$ cat config.mk
export PLATFORM = sky130hd
export DESIGN_NAME = complex_mult_driver
export DESIGN_NICKNAME = d
export VERILOG_FILES = /design/src/rtl/complex_mult_driver.sv
export SDC_FILE = /design/constraint.sdc
export NUM_CORES = 1
export LEC_CHECK = 0
export ABC_AREA = 1
export BUFFER_PORTS_ARGS = -buffer_cell sky130_fd_sc_hd__buf_2
export CAP_MARGIN = 10
export CELL_PAD_IN_SITES_DETAIL_PLACEMENT = 0
export CELL_PAD_IN_SITES_GLOBAL_PLACEMENT = 1
export CORE_UTILIZATION = 40
export DETAILED_ROUTE_END_ITERATION = 12
export PLACE_DENSITY_LB_ADDON = 0.1
export SETUP_SLACK_MARGIN = 0.05
export SYNTH_ARGS = -nofsm -noshare
export SYNTH_HDL_FRONTEND = slang
export SYNTH_SLANG_ARGS = --single-unit
$ cat constraint.sdc
create_clock -name clk -period 4.4 [get_ports clk]
set_clock_uncertainty 0.05 [all_clocks]
set_input_delay 0.44 -clock clk [delete_from_list [all_inputs] [get_ports clk]]
set_output_delay 0.44 -clock clk [all_outputs]
set_load 0.03 [all_outputs]
$ cat src/rtl/complex_mult_driver.sv
// rtl/complex_mult_driver.sv - operand FIFO and single-outstanding sequencer for a complex multiplier
module complex_mult_driver #(
  parameter int FIFO_DEPTH = 4,
  parameter int TIMEOUT    = 64
) (
  input  logic               clk,
  input  logic               sw_rst,
  input  logic               in_val,
  output logic               in_ready,
  input  logic [15:0]        in_op_1,
  input  logic [15:0]        in_op_2,
  output logic               op_val,
  input  logic               op_ready,
  output logic [15:0]        op_1,
  output logic [15:0]        op_2,
  input  logic               res_val,
  output logic               res_ready,
  input  logic signed [16:0] res_re,
  input  logic signed [16:0] res_im,
  output logic               out_val,
  input  logic               out_ready,
  output logic [16:0]        out_re,
  output logic [16:0]        out_im,
  output logic [15:0]        txn_cnt,
  output logic               err_timeout
);

  localparam int AW = (FIFO_DEPTH > 1) ? $clog2(FIFO_DEPTH) : 1;
  localparam int CW = AW + 1;
  localparam int TW = $clog2(TIMEOUT + 1);

  typedef enum logic [1:0] {
    IDLE     = 2'd0,
    ISSUE    = 2'd1,
    WAIT_RES = 2'd2
  } state_t;

  state_t          state_q, state_d;
  logic [31:0]     mem_q [FIFO_DEPTH];
  logic [AW-1:0]   wr_ptr_q, wr_ptr_d, rd_ptr_q, rd_ptr_d;
  logic [CW-1:0]   cnt_q, cnt_d;
  logic [TW-1:0]   tmo_q, tmo_d;
  logic [15:0]     op_1_q, op_1_d, op_2_q, op_2_d;
  logic            out_val_q, out_val_d;
  logic [16:0]     out_re_q, out_re_d, out_im_q, out_im_d;
  logic [15:0]     txn_cnt_q, txn_cnt_d;
  logic            err_q, err_d;
  logic            full, empty, push, pop, capture, timeout_hit;
  logic [31:0]     head;

  // FIFO status; in_ready depends only on fullness so a same-cycle pop never widens it
  assign full     = (cnt_q == CW'(FIFO_DEPTH));
  assign empty    = (cnt_q == '0);
  assign in_ready = ~full & ~sw_rst;
  assign push     = in_val & in_ready;
  assign head     = mem_q[rd_ptr_q];

  // Sequencer: one transaction in flight, issue from IDLE, bounded wait for the result
  always_comb begin
    state_d     = state_q;
    tmo_d       = tmo_q;
    pop         = 1'b0;
    op_val      = 1'b0;
    res_ready   = 1'b0;
    capture     = 1'b0;
    timeout_hit = 1'b0;
    case (state_q)
      IDLE: begin
        if (!empty) begin
          pop     = 1'b1;
          state_d = ISSUE;
        end
      end
      ISSUE: begin
        op_val = 1'b1;
        if (op_ready) begin
          state_d = WAIT_RES;
          tmo_d   = '0;
        end
      end
      WAIT_RES: begin
        res_ready = ~out_val_q | out_ready;
        if (res_val && res_ready) begin
          capture = 1'b1;
          state_d = IDLE;
        end else if (tmo_q == TW'(TIMEOUT - 1)) begin
          timeout_hit = 1'b1;
          state_d     = IDLE;
        end else begin
          tmo_d = tmo_q + 1'b1;
        end
      end
      default: state_d = IDLE;
    endcase
  end

  // Next-state for FIFO pointers, operand holding registers, output register and status
  always_comb begin
    wr_ptr_d  = push ? wr_ptr_q + 1'b1 : wr_ptr_q;
    rd_ptr_d  = pop ? rd_ptr_q + 1'b1 : rd_ptr_q;
    cnt_d     = cnt_q + CW'(push) - CW'(pop);
    op_1_d    = pop ? head[31:16] : op_1_q;
    op_2_d    = pop ? head[15:0] : op_2_q;
    out_re_d  = capture ? res_re : out_re_q;
    out_im_d  = capture ? res_im : out_im_q;
    out_val_d = capture ? 1'b1 : (out_ready ? 1'b0 : out_val_q);
    txn_cnt_d = txn_cnt_q + 16'(capture);
    err_d     = err_q | timeout_hit;
  end

  // FIFO storage; contents need no reset because the pointers define validity
  always_ff @(posedge clk) begin
    if (push) mem_q[wr_ptr_q] <= {in_op_1, in_op_2};
  end

  // State registers with synchronous reset discarding any in-flight work
  always_ff @(posedge clk) begin
    if (sw_rst) begin
      state_q   <= IDLE;
      wr_ptr_q  <= '0;
      rd_ptr_q  <= '0;
      cnt_q     <= '0;
      tmo_q     <= '0;
      op_1_q    <= '0;
      op_2_q    <= '0;
      out_val_q <= 1'b0;
      out_re_q  <= '0;
      out_im_q  <= '0;
      txn_cnt_q <= '0;
      err_q     <= 1'b0;
    end else begin
      state_q   <= state_d;
      wr_ptr_q  <= wr_ptr_d;
      rd_ptr_q  <= rd_ptr_d;
      cnt_q     <= cnt_d;
      tmo_q     <= tmo_d;
      op_1_q    <= op_1_d;
      op_2_q    <= op_2_d;
      out_val_q <= out_val_d;
      out_re_q  <= out_re_d;
      out_im_q  <= out_im_d;
      txn_cnt_q <= txn_cnt_d;
      err_q     <= err_d;
    end
  end

  assign op_1        = op_1_q;
  assign op_2        = op_2_q;
  assign out_val     = out_val_q;
  assign out_re      = out_re_q;
  assign out_im      = out_im_q;
  assign txn_cnt     = txn_cnt_q;
  assign err_timeout = err_q;

endmodule
==> metrics.md <==
| Metric | Value |
|---|---|
| Status | completed |
| Hold crit path type | in -> reg |
| Netlist cell types | 36 |
| Worst R2R Start | cnt_q[2] |
| Initial antenna violation count | 1 |
| Final worst path period need | 2.59 ns |
| Vias in the first global route | 5669 |
| Pwr/cell area | 595 nW/um^2 |
| Post-Synthesis Cells | 846 |
| Detailed Route WL | 19.2 mm |
| R2R cell count | 10 |
| Slowest CP cell | nor2_4 |
| Crit Reg-Reg Endpoint | cnt_q[2] |
| CP Capture Type | flop |
| Max Cap Viol | 0 |
| Measured slew at the worst slew-check pin | 1.12 ns |
| H-Tree Depth | 1 |
| Die width | 151 um |
| Seq/Total Area, Yosys | 66.2% |
| Mapped cell area | 8830 um^2 |
| Hold depth | 1 |
| Leakage | 4.26 nW |
| Average size of a mapped cell | 10.4 um^2 |
| Tot GR Track Use | 16.7% |
| Total grt overflow | 0 |
| Final setup viols | 0 |
| Worst rel slew slack | 25.0% |
| Starting density of the core | 41.3% |
| Crit start category | flop |
| DR DRC count | 0 |
| Nets | 1075 |
| Final TNS setup | 0 ns |
| PortBufs | 158 |
| CP top delay family | simple AND/OR/NAND/NOR gates |
| Total core area | 21400 um^2 |
| First-pass GRT wire length | 29.6 mm |
| Top sig layer | met4 |
| VDD IR max | 0.000442 V |
| Post-detail-place hpwl | 11.0 mm |
| FF+latch count, synth | 228 |
| Int Pwr | 4.17 mW |
| Sequential power share | 40.7% |
| Rows | 53 |
| Clock edge transition at the registers on the reported setup and hold paths | 0.06 ns |
| Sw Pwr | 2.12 mW |
| Synth warn | 0 |
| Setup WS post-layout | 1.81 ns |
| CTS Hold Buffers Added | 0 |
| RSZ-0062 raised after global routing | no |
| Share of layout cells above drive strength 1 | 22.4% |
| Metal2 WL | 8.54 mm |
| Root buffer cell | clkbuf_16 |
| Routed wl met3 | 1.21 mm |
| Pins Over Slew Limit | 0 |
| Setup Fix Bufs, Post-CTS | 0 |
| Routability-driven placement congestion ratio | 0.712 |
| TritonCTS clock tree | built |
| Drt first pass iters | 4 |
| Skew-Pair Late Insertion Delay | 0.52 ns |
| Die Y | 151 um |
| Comb pwr share | 26.7% |
| CP Class | reg -> reg |
| DR vias | 6268 |
| Reg-to-reg slack, setup | 1.81 ns |
| CP cell instances | inv_2 -> nand3_2 -> inv_2 -> nor2_4 -> ha_1 -> inv_1 -> ha_1 -> fa_1 -> or2_2 -> a21oi_1 |
| IO Count | 159 |
| Placed cells | 1240 |
| Vias per cell | 4.86 |
| Hold wc startpoint | in_op_1[6] |
| Finished Layout Cells | 1289 |
| Largest net degree at the start of global routing | 82 |
| CP Data Arrival Time | 2.99 ns |
| Fmax achieved | 387 MHz |
| Crit Path Max Fanout | 35 |
| Hold Fails Final Rpt | 0 |
| Clock Tree Buf Depth | 3 |
| Metal-1 WL | 9.08 mm |
| Routed Antenna Nets | 0 |
| CP Launch Point | cnt_q[2] |
| Mean routed wirelength per cell | 14.9 um |
| # clock sinks | 228 |
| Area Growth Syn to Fin | 19.8% |
| Place WS | 1.79 ns |
| DR iter-0 viols | 274 |
| Period utilization | 58.8% |
| Hold worst-path end | mem_q[1][22] |
| Clk pwr share | 32.6% |
| Worst path max stage delay | 0.64 ns |
| Synthesized net count | 928 |
| Switching fraction of total power | 33.7% |
| Die Footprint | 22700 um^2 |
| TritonCTS Buffers | 26 |
| Worst EP required | 4.80 ns |
| Post_cts resized | 0 |
| Worst Path Buf+Inv | 3 |
[how the worst max path moves through the flow]
| stage | to | depth (start not counted) |
|---|---|---|
| finish | cnt_q[2] | 10 |
| global route | cnt_q[2] | 9 |
| CTS | cnt_q[2] | 10 |
| floorplan | mem_q[0][0] | 3 |
| global placement | cnt_q[2] | 9 |
| detailed placement | cnt_q[2] | 10 |
[synth_stat cells (all sizes together)]
cell	instances	share of area, %
o21ai	141	8.0
a21oi	26	1.6
xor2	1	0.099
nand3	18	1.3
inv	38	1.6
xnor2	1	0.099
buf	25	2.3
nand3b	3	0.26
clkinv	1	0.042
edfxtp	128	44
o21a	1	0.085
nor2	238	10
or2	2	0.14
dfxtp	100	23
ha	9	1.3
a31oi	1	0.071
nor3	1	0.057
clkbuf	17	0.74
fa	1	0.23
o22ai	32	2.3
nand4	3	0.21
nand2	58	2.9
a21boi	1	0.085
[routing by layer]
| layer | vias to the layer above | global-route usage (%) |
|---|---|---|
| met3 | 35 | 3.67 |
| met2 | 150 | 26.3 |
| met4 | 0 | 4.39 |
| met1 | 2882 | 23.4 |
| met5 | - | 0 |
| li1 | 3201 | - |
[worst register-to-register path, delay by kind of cell, from the launching register on]
family | cells | cell delay, ns
AOI/OAI and AO/OA | 1 | 0.12
DFF | 1 | 0.41
adders and majority gates | 3 | 0.77
buffers and inverters | 3 | 0.14
and+or+nand+nor | 3 | 1.03
[power groups by stage]
stage	Clock, mW	Combinational, mW	Sequential (mW)
after global routing	2.20	1.90	2.59
after global placement	0	1.71	2.61
after detailed placement	0	1.71	2.61
after CTS	2.11	1.72	2.56
final	2.06	1.68	2.56
after floorplan	0	1.04	2.86
[flip-flops by register name (all words and copies together), names as in the netlist, 2 cells and up]
register / cells
state_q: 2
mem_q: 128
out_im: 17
op_2: 16
txn_cnt: 16
rd_ptr_q: 2
cnt_q: 3
op_1: 16
out_re: 17
tmo_q: 7
wr_ptr_q: 2
[per-stage QoR]
step | power, mW | util [%] | hold WS [ns] | area (um^2)
2_1_floorplan | 3.90 | - | 0.438 | 8830
3_3_place_gp | 4.32 | 45.7 | 0.402 | 9750
3_5_place_dp | 4.32 | 45.7 | 0.411 | 9750
4_1_cts | 6.40 | 49.5 | 0.0506 | 10600
5_1_grt | 6.68 | 49.5 | 0.0551 | 10600
6_report | 6.30 | 49.5 | 0.0773 | 10600
[cell families (layout without fill, tap and decap cells)]
logic type	count (synthesis)	after routing	share of synthesized area (%)
compound gates	202	202	12.1
simple gates	323	323	15.3
fa+ha+maj	10	10	1.50
flops	228	228	66.2
other cells	0	1	0
xor+xnor	2	2	0.198
buf+inv	81	248	4.68
[final cells by class]
class                      instances  area, um^2
clock buffer                      35         694
tap                              275         344
antenna                            1        2.50
sequential                       228        5850
timing repair buffer             161         813
clock inverter                    13         129
inverter                          39         149
fill                            2015       10800
multi-input combinational        537        2600
[cells in the final DEF, fill, tap and decap left out, types with 9 or more instances in the layout]
cell type and count:
nor2_1 231, buf_2 158, edfxtp_1 128, o21ai_0 124, dfxtp_1 99, nand2_1 50
o22ai_1 32, inv_1 31, clkbuf_16 26, a21oi_1 25, o21ai_1 17, nand3_1 13
ha_1 9
No activity file was read; power rests on OpenSTA's default activity.
